**src/rtl/fetch_stage_if.sv**
```systemverilog
// Fetch stage bus interface: redirect inputs from decode, the instruction
// memory request/response pair, and the outputs presented to the F/D register.
// The master modport is the fetch stage; the slave modport is its environment.
`timescale 1ns/1ps

interface fetch_stage_if #(
    parameter int WIDTH = 32
);
    logic             FETCH_EN;
    logic             FETCH_PCSrcD;
    logic [WIDTH-1:0] FETCH_PCBranchD;
    logic             FETCH_JumpD;
    logic [WIDTH-1:0] FETCH_PCJumpD;
    logic             FETCH_IMemReq;
    logic [WIDTH-1:0] FETCH_IMemAddr;
    logic [WIDTH-1:0] FETCH_IMemRdata;
    logic             FETCH_IMemValid;
    logic [WIDTH-1:0] FETCH_InstrF;
    logic [WIDTH-1:0] FETCH_PCPLUS4F;
    logic [WIDTH-1:0] FETCH_PCF;
    logic             FETCH_ValidF;
    logic             FETCH_MissStall;
    logic [31:0]      FETCH_StallCnt;
    logic [31:0]      FETCH_RedirCnt;

    modport master (
        input  FETCH_EN, FETCH_PCSrcD, FETCH_PCBranchD, FETCH_JumpD, FETCH_PCJumpD,
               FETCH_IMemRdata, FETCH_IMemValid,
        output FETCH_IMemReq, FETCH_IMemAddr, FETCH_InstrF, FETCH_PCPLUS4F,
               FETCH_PCF, FETCH_ValidF, FETCH_MissStall, FETCH_StallCnt, FETCH_RedirCnt
    );

    modport slave (
        output FETCH_EN, FETCH_PCSrcD, FETCH_PCBranchD, FETCH_JumpD, FETCH_PCJumpD,
               FETCH_IMemRdata, FETCH_IMemValid,
        input  FETCH_IMemReq, FETCH_IMemAddr, FETCH_InstrF, FETCH_PCPLUS4F,
               FETCH_PCF, FETCH_ValidF, FETCH_MissStall, FETCH_StallCnt, FETCH_RedirCnt
    );
endinterface

```
**src/rtl/fetch_stage.sv**
```systemverilog
// Fetch stage of the pipelined MIPS core. Owns the PC, issues one request at
// a time to a variable-latency instruction memory, buffers the returned word
// for the F/D register and applies branch/jump redirects from decode.
// Optional performance counters are built when FETCH_PERF_CNT_EN is defined;
// otherwise the counter outputs are tied to zero.
`timescale 1ns/1ps

module fetch_stage #(
    parameter int               WIDTH    = 32,
    parameter logic [WIDTH-1:0] RESET_PC = '0
) (
    input  logic          FETCH_CLK,
    input  logic          FETCH_RST,
    fetch_stage_if.master bus
);

    // S_DROP waits out a response whose address was abandoned by a redirect.
    localparam logic [1:0] S_REQ  = 2'd0;
    localparam logic [1:0] S_WAIT = 2'd1;
    localparam logic [1:0] S_HOLD = 2'd2;
    localparam logic [1:0] S_DROP = 2'd3;

    logic [1:0]       state_q, state_d;
    logic [WIDTH-1:0] pc_q, pc_d;
    logic [WIDTH-1:0] instrBuf_q, instrBuf_d;

    logic             redirect;
    logic [WIDTH-1:0] redirTarget;
    logic [WIDTH-1:0] pcPlus4;
    logic             inHold;

    // A jump outranks a branch; neither takes effect while the pipe is stalled.
    assign redirect    = bus.FETCH_EN & (bus.FETCH_JumpD | bus.FETCH_PCSrcD);
    assign redirTarget = bus.FETCH_JumpD ? bus.FETCH_PCJumpD : bus.FETCH_PCBranchD;
    assign pcPlus4     = pc_q + WIDTH'(4);

    // Next-state, next-PC and buffer-capture decisions for the fetch FSM.
    always_comb begin
        state_d    = state_q;
        pc_d       = pc_q;
        instrBuf_d = instrBuf_q;
        case (state_q)
            S_REQ: begin
                state_d = S_WAIT;
                if (redirect) begin
                    pc_d    = redirTarget;
                    state_d = S_DROP;
                end
            end
            S_WAIT: begin
                if (bus.FETCH_IMemValid) begin
                    if (redirect) begin
                        pc_d    = redirTarget;
                        state_d = S_REQ;
                    end else begin
                        instrBuf_d = bus.FETCH_IMemRdata;
                        state_d    = S_HOLD;
                    end
                end else if (redirect) begin
                    pc_d    = redirTarget;
                    state_d = S_DROP;
                end
            end
            S_HOLD: begin
                if (bus.FETCH_EN) begin
                    pc_d    = redirect ? redirTarget : pcPlus4;
                    state_d = S_REQ;
                end
            end
            S_DROP: begin
                if (redirect) begin
                    pc_d = redirTarget;
                end
                if (bus.FETCH_IMemValid) begin
                    state_d = S_REQ;
                end
            end
            default: begin
                state_d = S_REQ;
            end
        endcase
    end

    // State, PC and instruction buffer registers with synchronous reset.
    always_ff @(posedge FETCH_CLK) begin
        if (FETCH_RST) begin
            state_q    <= S_REQ;
            pc_q       <= RESET_PC;
            instrBuf_q <= '0;
        end else begin
            state_q    <= state_d;
            pc_q       <= pc_d;
            instrBuf_q <= instrBuf_d;
        end
    end

    // Outputs are forced to their idle values during the reset cycle itself.
    assign inHold               = (state_q == S_HOLD) & ~FETCH_RST;
    assign bus.FETCH_IMemReq    = (state_q == S_REQ) & ~FETCH_RST;
    assign bus.FETCH_IMemAddr   = pc_q;
    assign bus.FETCH_PCF        = pc_q;
    assign bus.FETCH_PCPLUS4F   = pcPlus4;
    assign bus.FETCH_ValidF     = inHold;
    assign bus.FETCH_MissStall  = ~inHold;
    assign bus.FETCH_InstrF     = inHold ? instrBuf_q : '0;

`ifdef FETCH_PERF_CNT_EN
    logic [31:0] stallCnt_q;
    logic [31:0] redirCnt_q;

    // Saturating counts of miss-stall cycles and accepted redirects.
    always_ff @(posedge FETCH_CLK) begin
        if (FETCH_RST) begin
            stallCnt_q <= '0;
            redirCnt_q <= '0;
        end else begin
            if ((state_q != S_HOLD) && (stallCnt_q != 32'hFFFF_FFFF)) begin
                stallCnt_q <= stallCnt_q + 32'd1;
            end
            if (redirect && (redirCnt_q != 32'hFFFF_FFFF)) begin
                redirCnt_q <= redirCnt_q + 32'd1;
            end
        end
    end

    assign bus.FETCH_StallCnt = stallCnt_q;
    assign bus.FETCH_RedirCnt = redirCnt_q;
`else
    assign bus.FETCH_StallCnt = 32'd0;
    assign bus.FETCH_RedirCnt = 32'd0;
`endif

endmodule

```
**src/flat_wrapper.sv**
```systemverilog
// flat-port wrapper written by rule: the top's interface ports become plain ports
module fetch_stage_flat 
#(
    parameter int               WIDTH    = 32,
    parameter logic [WIDTH-1:0] RESET_PC = '0
)
  (FETCH_CLK, FETCH_RST, bus_FETCH_EN, bus_FETCH_PCSrcD, bus_FETCH_PCBranchD, bus_FETCH_JumpD, bus_FETCH_PCJumpD, bus_FETCH_IMemRdata, bus_FETCH_IMemValid, bus_FETCH_IMemReq, bus_FETCH_IMemAddr, bus_FETCH_InstrF, bus_FETCH_PCPLUS4F, bus_FETCH_PCF, bus_FETCH_ValidF, bus_FETCH_MissStall, bus_FETCH_StallCnt, bus_FETCH_RedirCnt);
  fetch_stage_if #(.WIDTH(WIDTH)) bus_i ();
  input  logic FETCH_CLK;
  input  logic FETCH_RST;
  input wire logic [$bits(bus_i.FETCH_EN)-1:0] bus_FETCH_EN;
  input wire logic [$bits(bus_i.FETCH_PCSrcD)-1:0] bus_FETCH_PCSrcD;
  input wire logic [$bits(bus_i.FETCH_PCBranchD)-1:0] bus_FETCH_PCBranchD;
  input wire logic [$bits(bus_i.FETCH_JumpD)-1:0] bus_FETCH_JumpD;
  input wire logic [$bits(bus_i.FETCH_PCJumpD)-1:0] bus_FETCH_PCJumpD;
  input wire logic [$bits(bus_i.FETCH_IMemRdata)-1:0] bus_FETCH_IMemRdata;
  input wire logic [$bits(bus_i.FETCH_IMemValid)-1:0] bus_FETCH_IMemValid;
  output wire logic [$bits(bus_i.FETCH_IMemReq)-1:0] bus_FETCH_IMemReq;
  output wire logic [$bits(bus_i.FETCH_IMemAddr)-1:0] bus_FETCH_IMemAddr;
  output wire logic [$bits(bus_i.FETCH_InstrF)-1:0] bus_FETCH_InstrF;
  output wire logic [$bits(bus_i.FETCH_PCPLUS4F)-1:0] bus_FETCH_PCPLUS4F;
  output wire logic [$bits(bus_i.FETCH_PCF)-1:0] bus_FETCH_PCF;
  output wire logic [$bits(bus_i.FETCH_ValidF)-1:0] bus_FETCH_ValidF;
  output wire logic [$bits(bus_i.FETCH_MissStall)-1:0] bus_FETCH_MissStall;
  output wire logic [$bits(bus_i.FETCH_StallCnt)-1:0] bus_FETCH_StallCnt;
  output wire logic [$bits(bus_i.FETCH_RedirCnt)-1:0] bus_FETCH_RedirCnt;
  assign bus_i.FETCH_EN = bus_FETCH_EN;
  assign bus_i.FETCH_PCSrcD = bus_FETCH_PCSrcD;
  assign bus_i.FETCH_PCBranchD = bus_FETCH_PCBranchD;
  assign bus_i.FETCH_JumpD = bus_FETCH_JumpD;
  assign bus_i.FETCH_PCJumpD = bus_FETCH_PCJumpD;
  assign bus_i.FETCH_IMemRdata = bus_FETCH_IMemRdata;
  assign bus_i.FETCH_IMemValid = bus_FETCH_IMemValid;
  assign bus_FETCH_IMemReq = bus_i.FETCH_IMemReq;
  assign bus_FETCH_IMemAddr = bus_i.FETCH_IMemAddr;
  assign bus_FETCH_InstrF = bus_i.FETCH_InstrF;
  assign bus_FETCH_PCPLUS4F = bus_i.FETCH_PCPLUS4F;
  assign bus_FETCH_PCF = bus_i.FETCH_PCF;
  assign bus_FETCH_ValidF = bus_i.FETCH_ValidF;
  assign bus_FETCH_MissStall = bus_i.FETCH_MissStall;
  assign bus_FETCH_StallCnt = bus_i.FETCH_StallCnt;
  assign bus_FETCH_RedirCnt = bus_i.FETCH_RedirCnt;
  fetch_stage #(.WIDTH(WIDTH), .RESET_PC(RESET_PC)) u_core (.FETCH_CLK(FETCH_CLK), .FETCH_RST(FETCH_RST), .bus(bus_i));
endmodule
```
**config.mk**
```make
export PLATFORM = sky130hd
export DESIGN_NAME = fetch_stage_flat
export DESIGN_NICKNAME = d
export VERILOG_FILES = /design/src/rtl/fetch_stage_if.sv /design/src/rtl/fetch_stage.sv /design/src/flat_wrapper.sv
export SDC_FILE = /design/constraint.sdc
export NUM_CORES = 1
export LEC_CHECK = 0
export ABC_AREA = 1
export CAP_MARGIN = 25
export CORE_MARGIN = 2
export CORE_UTILIZATION = 38
export DETAILED_ROUTE_END_ITERATION = 7
export PLACE_DENSITY = 0.86
export SLEW_MARGIN = 20
export SYNTH_ARGS = -nofsm -noshare
export SYNTH_HDL_FRONTEND = slang
export SYNTH_SLANG_ARGS = --single-unit
```
**constraint.sdc**
```tcl
create_clock -name FETCH_CLK -period 2.25 [get_ports FETCH_CLK]
set_clock_uncertainty 0.05 [all_clocks]
set_input_delay 0.675 -clock FETCH_CLK [delete_from_list [all_inputs] [get_ports FETCH_CLK]]
set_output_delay 0.675 -clock FETCH_CLK [all_outputs]
set_load 0.02 [all_outputs]
```
==> results.json <==
{
  "status": "finished with violations",
  "violations": "negative setup slack",
  "top_layer": "met4",
  "vdd_drop_max_mv": 0.328,
  "worst-path-max-fanout": 3,
  "postCtsHoldBufs": 0,
  "fin_ws_ns": -0.302,
  "critical_path_class": "register to output port",
  "drt-met1-wl_um": 7010,
  "grt_pass1_vias": 5540,
  "syn_to_final_growth_pct": 81.9,
  "clkTransAtPathRegs_ns": 0.06,
  "min_period_ns": 2.55,
  "die_y_um": 116,
  "synth_top_area_share_pct": 27.7,
  "die_x_um": 116,
  "synth_common_cells": "184 x nand2_1, 99 x buf_4, 83 x a21oi_1",
  "dr_wl_met2_um": 10100,
  "syn-cell-area_um2": 4760,
  "nets": 1140,
  "gr-usage-all-layers_pct": 25.8,
  "hold_viol": 0,
  "cts_sinks": 66,
  "core-area_um2": 12100,
  "hpwlAfterDp_um": 12900,
  "dr.pass1.iters": 6,
  "synth_cell_types": 32,
  "design_area_um2": 8660,
  "yosys.area.top_type": "dfxtp_1",
  "placed_cell_area_um2": 7520,
  "io_buffers": 232,
  "insertion_delay_ns": 0.33,
  "drc": 0,
  "root_buffer": "clkbuf_16",
  "wl_per_cell_um": 15.9,
  "cts_tree": "built",
  "critPathLaunchType": "register",
  "multi_input_area_um2": 3030,
  "synth_edf_count": 0,
  "power_leakage_nw": 4.08,
  "grt_pass1_wl_um": 27000,
  "powerDensity_nw_per_um2": 525,
  "grt_max_degree": 66,
  "vias": 5762,
  "cp_top_family": "simple AND/OR/NAND/NOR gates",
  "synth_xor_xnor_area_share_pct": 3.55,
  "drive_gt1_share_pct": 32.5,
  "required_ns": 1.52,
  "yosysMostFrequentCell": "nand2_1",
  "fmax_mhz": 392,
  "synth-main-ff-cell": "dfxtp_1",
  "h-tree-depth": 3,
  "synthSimpleGateAreaFrac_pct": 27.4,
  "crit_chain": "ha_4 > nand2_4 > nor2_4 > nand2_4 > nor2_4 > buf_6 > xor2_4 > buf_6",
  "wl_met3_um": 1690,
  "numCtsBuffers": 9,
  "yosys_warnings": 0,
  "cp_slowest_cell": "dfxtp_4",
  "async_reset_ff_share_pct": 0,
  "ys_seq_area_share_pct": 27.7,
  "pre_cts_slack_ns": -0.873,
  "ios": 297,
  "syn_inst": 734,
  "drtAntennaViolNets": 0,
  "end_kind": "output port",
  "critPathArrivalTime_ns": 1.83,
  "synth_mux_area_share_pct": 0,
  "fill_cells": 905,
  "antenna_found_initial": 0,
  "ys_seq_elements": 66,
  "die_area_um2": 13400,
  "finalSetupViolations": 32,
  "synth_compound_area_share_pct": 17.6,
  "clock_path_buffers": 2,
  "yosys.area_share.adder_pct": 0.263,
  "drt_wl_total_um": 19200,
  "n_antenna_cell": 0,
  "drt_iter0_drc": 418,
  "finalPower_mw": 4.54,
  "synth.area.top_cells": "dfxtp_1 28%, buf_4 16%, nand2_1 15%",
  "routed_via_density": 4.76,
  "num_rows": 40,
  "synth_top_family_by_area": "simple AND/OR/NAND/NOR gates",
  "critPathBufInv": 2,
  "maxCapViolations": 0,
  "hp-class": "register to register",
  "gp_congestion": 0.905,
  "fin_crit_sh_pct": 113,
  "rsz0062_at_grt": "true",
  "syn_avg_cell_area_um2": 6.49,
  "finalMaxSlewViolations": 0,
  "regArea_um2": 1330,
  "overflow": 0,
  "cpPeakStageDelay_ns": 0.36,
  "start_util_pct": 39.3
}
## registers in the layout, indices dropped and copies added, names as in the netlist
signal	flops
u_core.state_q	2
u_core.bus.FETCH_IMemAddr	32
u_core.instrBuf_q	32
## kinds of logic after synthesis
kind of cell | after synthesis
other | 1
flip-flops | 66
adder cells (fa/ha/maj) | 1
AND/OR/NAND/NOR | 297
XOR/XNOR | 15
AO/OA/AOI/OAI | 159
buffers and inverters | 195
## per-layer routing
layer / GRT usage (%) / vias up
met5: 0 / -
met4: 11.3 / 0
met3: 6.59 / 34
met2: 47.6 / 314
met1: 27.8 / 2653
li1: - / 2761
## worst paths after layout
| check | startpoint | endpoint | slack [ns] | depth (start not counted) |
|---|---|---|---|---|
| max | u_core.bus.FETCH_IMemAddr[3]$_SDFFE_PP0P_ | bus_FETCH_PCPLUS4F[16] | -0.30 | 8 |
| min | u_core.instrBuf_q[15]$_SDFFE_PP0P_ | u_core.instrBuf_q[15]$_SDFFE_PP0P_ | 0.42 | 2 |
| max reg2reg | u_core.bus.FETCH_IMemAddr[2]$_SDFFE_PP0P_ | u_core.bus.FETCH_IMemAddr[27]$_SDFFE_PP0P_ | 0.07 | 16 |
| min reg2reg | u_core.instrBuf_q[15]$_SDFFE_PP0P_ | u_core.instrBuf_q[15]$_SDFFE_PP0P_ | 0.42 | 2 |
## where the power goes
part | total [mW] | switching (mW) | leakage [nW] | internal (mW)
registers | 1.35 | 0.0774 | 0.546 | 1.27
clock network | 1.41 | 0.545 | 0.150 | 0.867
logic | 1.78 | 0.932 | 3.38 | 0.852
## layout make-up
class                      instances  area share, %
timing repair buffer             362           40.9
multi-input combinational        536           35.0
sequential                        66           15.4
inverter                          62           2.77
clock buffer                       9           2.60
tap                              168           2.43
clock inverter                     7          0.910
## worst register-to-register path: stages, from the launching register on
cell     delay [ns]
dfxtp_2        0.36
buf_6          0.13
inv_4          0.04
nor2_4         0.18
nand2_4        0.14
nor2_8         0.18
nand2_2        0.07
nand2_2        0.06
nand2_2        0.06
buf_6          0.11
buf_4          0.12
buf_4          0.12
buf_4          0.12
buf_4          0.12
buf_4          0.12
nand2_2        0.05
a21oi_2        0.04
## cells in the final DEF, fill, tap and decap left out, types with 6 or more instances in the layout
master / count
dlymetal6s2s_1: 14
nand2_1: 157
nor2_4: 20
nand2_2: 27
nor2_1: 25
o21ai_0: 63
clkbuf_16: 9
o211ai_1: 8
nor2_2: 28
nand2_4: 8
inv_1: 55
dfxtp_1: 58
dfxtp_2: 7
a21oi_1: 82
clkdlybuf4s50_1: 150
buf_6: 53
nand3_1: 9
conb_1: 64
buf_12: 10
nand3_2: 6
buf_4: 125
## metrics by stage
step                      hold WS, ns  instances  util (%)  setup TNS (ns)
final                           0.418       1210      71.5           -5.28
after CTS                       0.408       1202      68.4           -5.19
after floorplan                 0.380        797         -          -0.368
after global routing            0.441       1210      71.5           -9.22
after detailed placement        0.396       1157      62.1          -38.32
after global placement          0.391       1157      62.1          -36.79
## repair_timing
item | CTS | global route
endpoints found under the setup margin | 66 | 73
pin swaps | 36 | 36
gates cloned | 3 | 0
buffers inserted | 27 | 14
resized for setup | 387 | 98
Power figures use the tool's default switching activity.
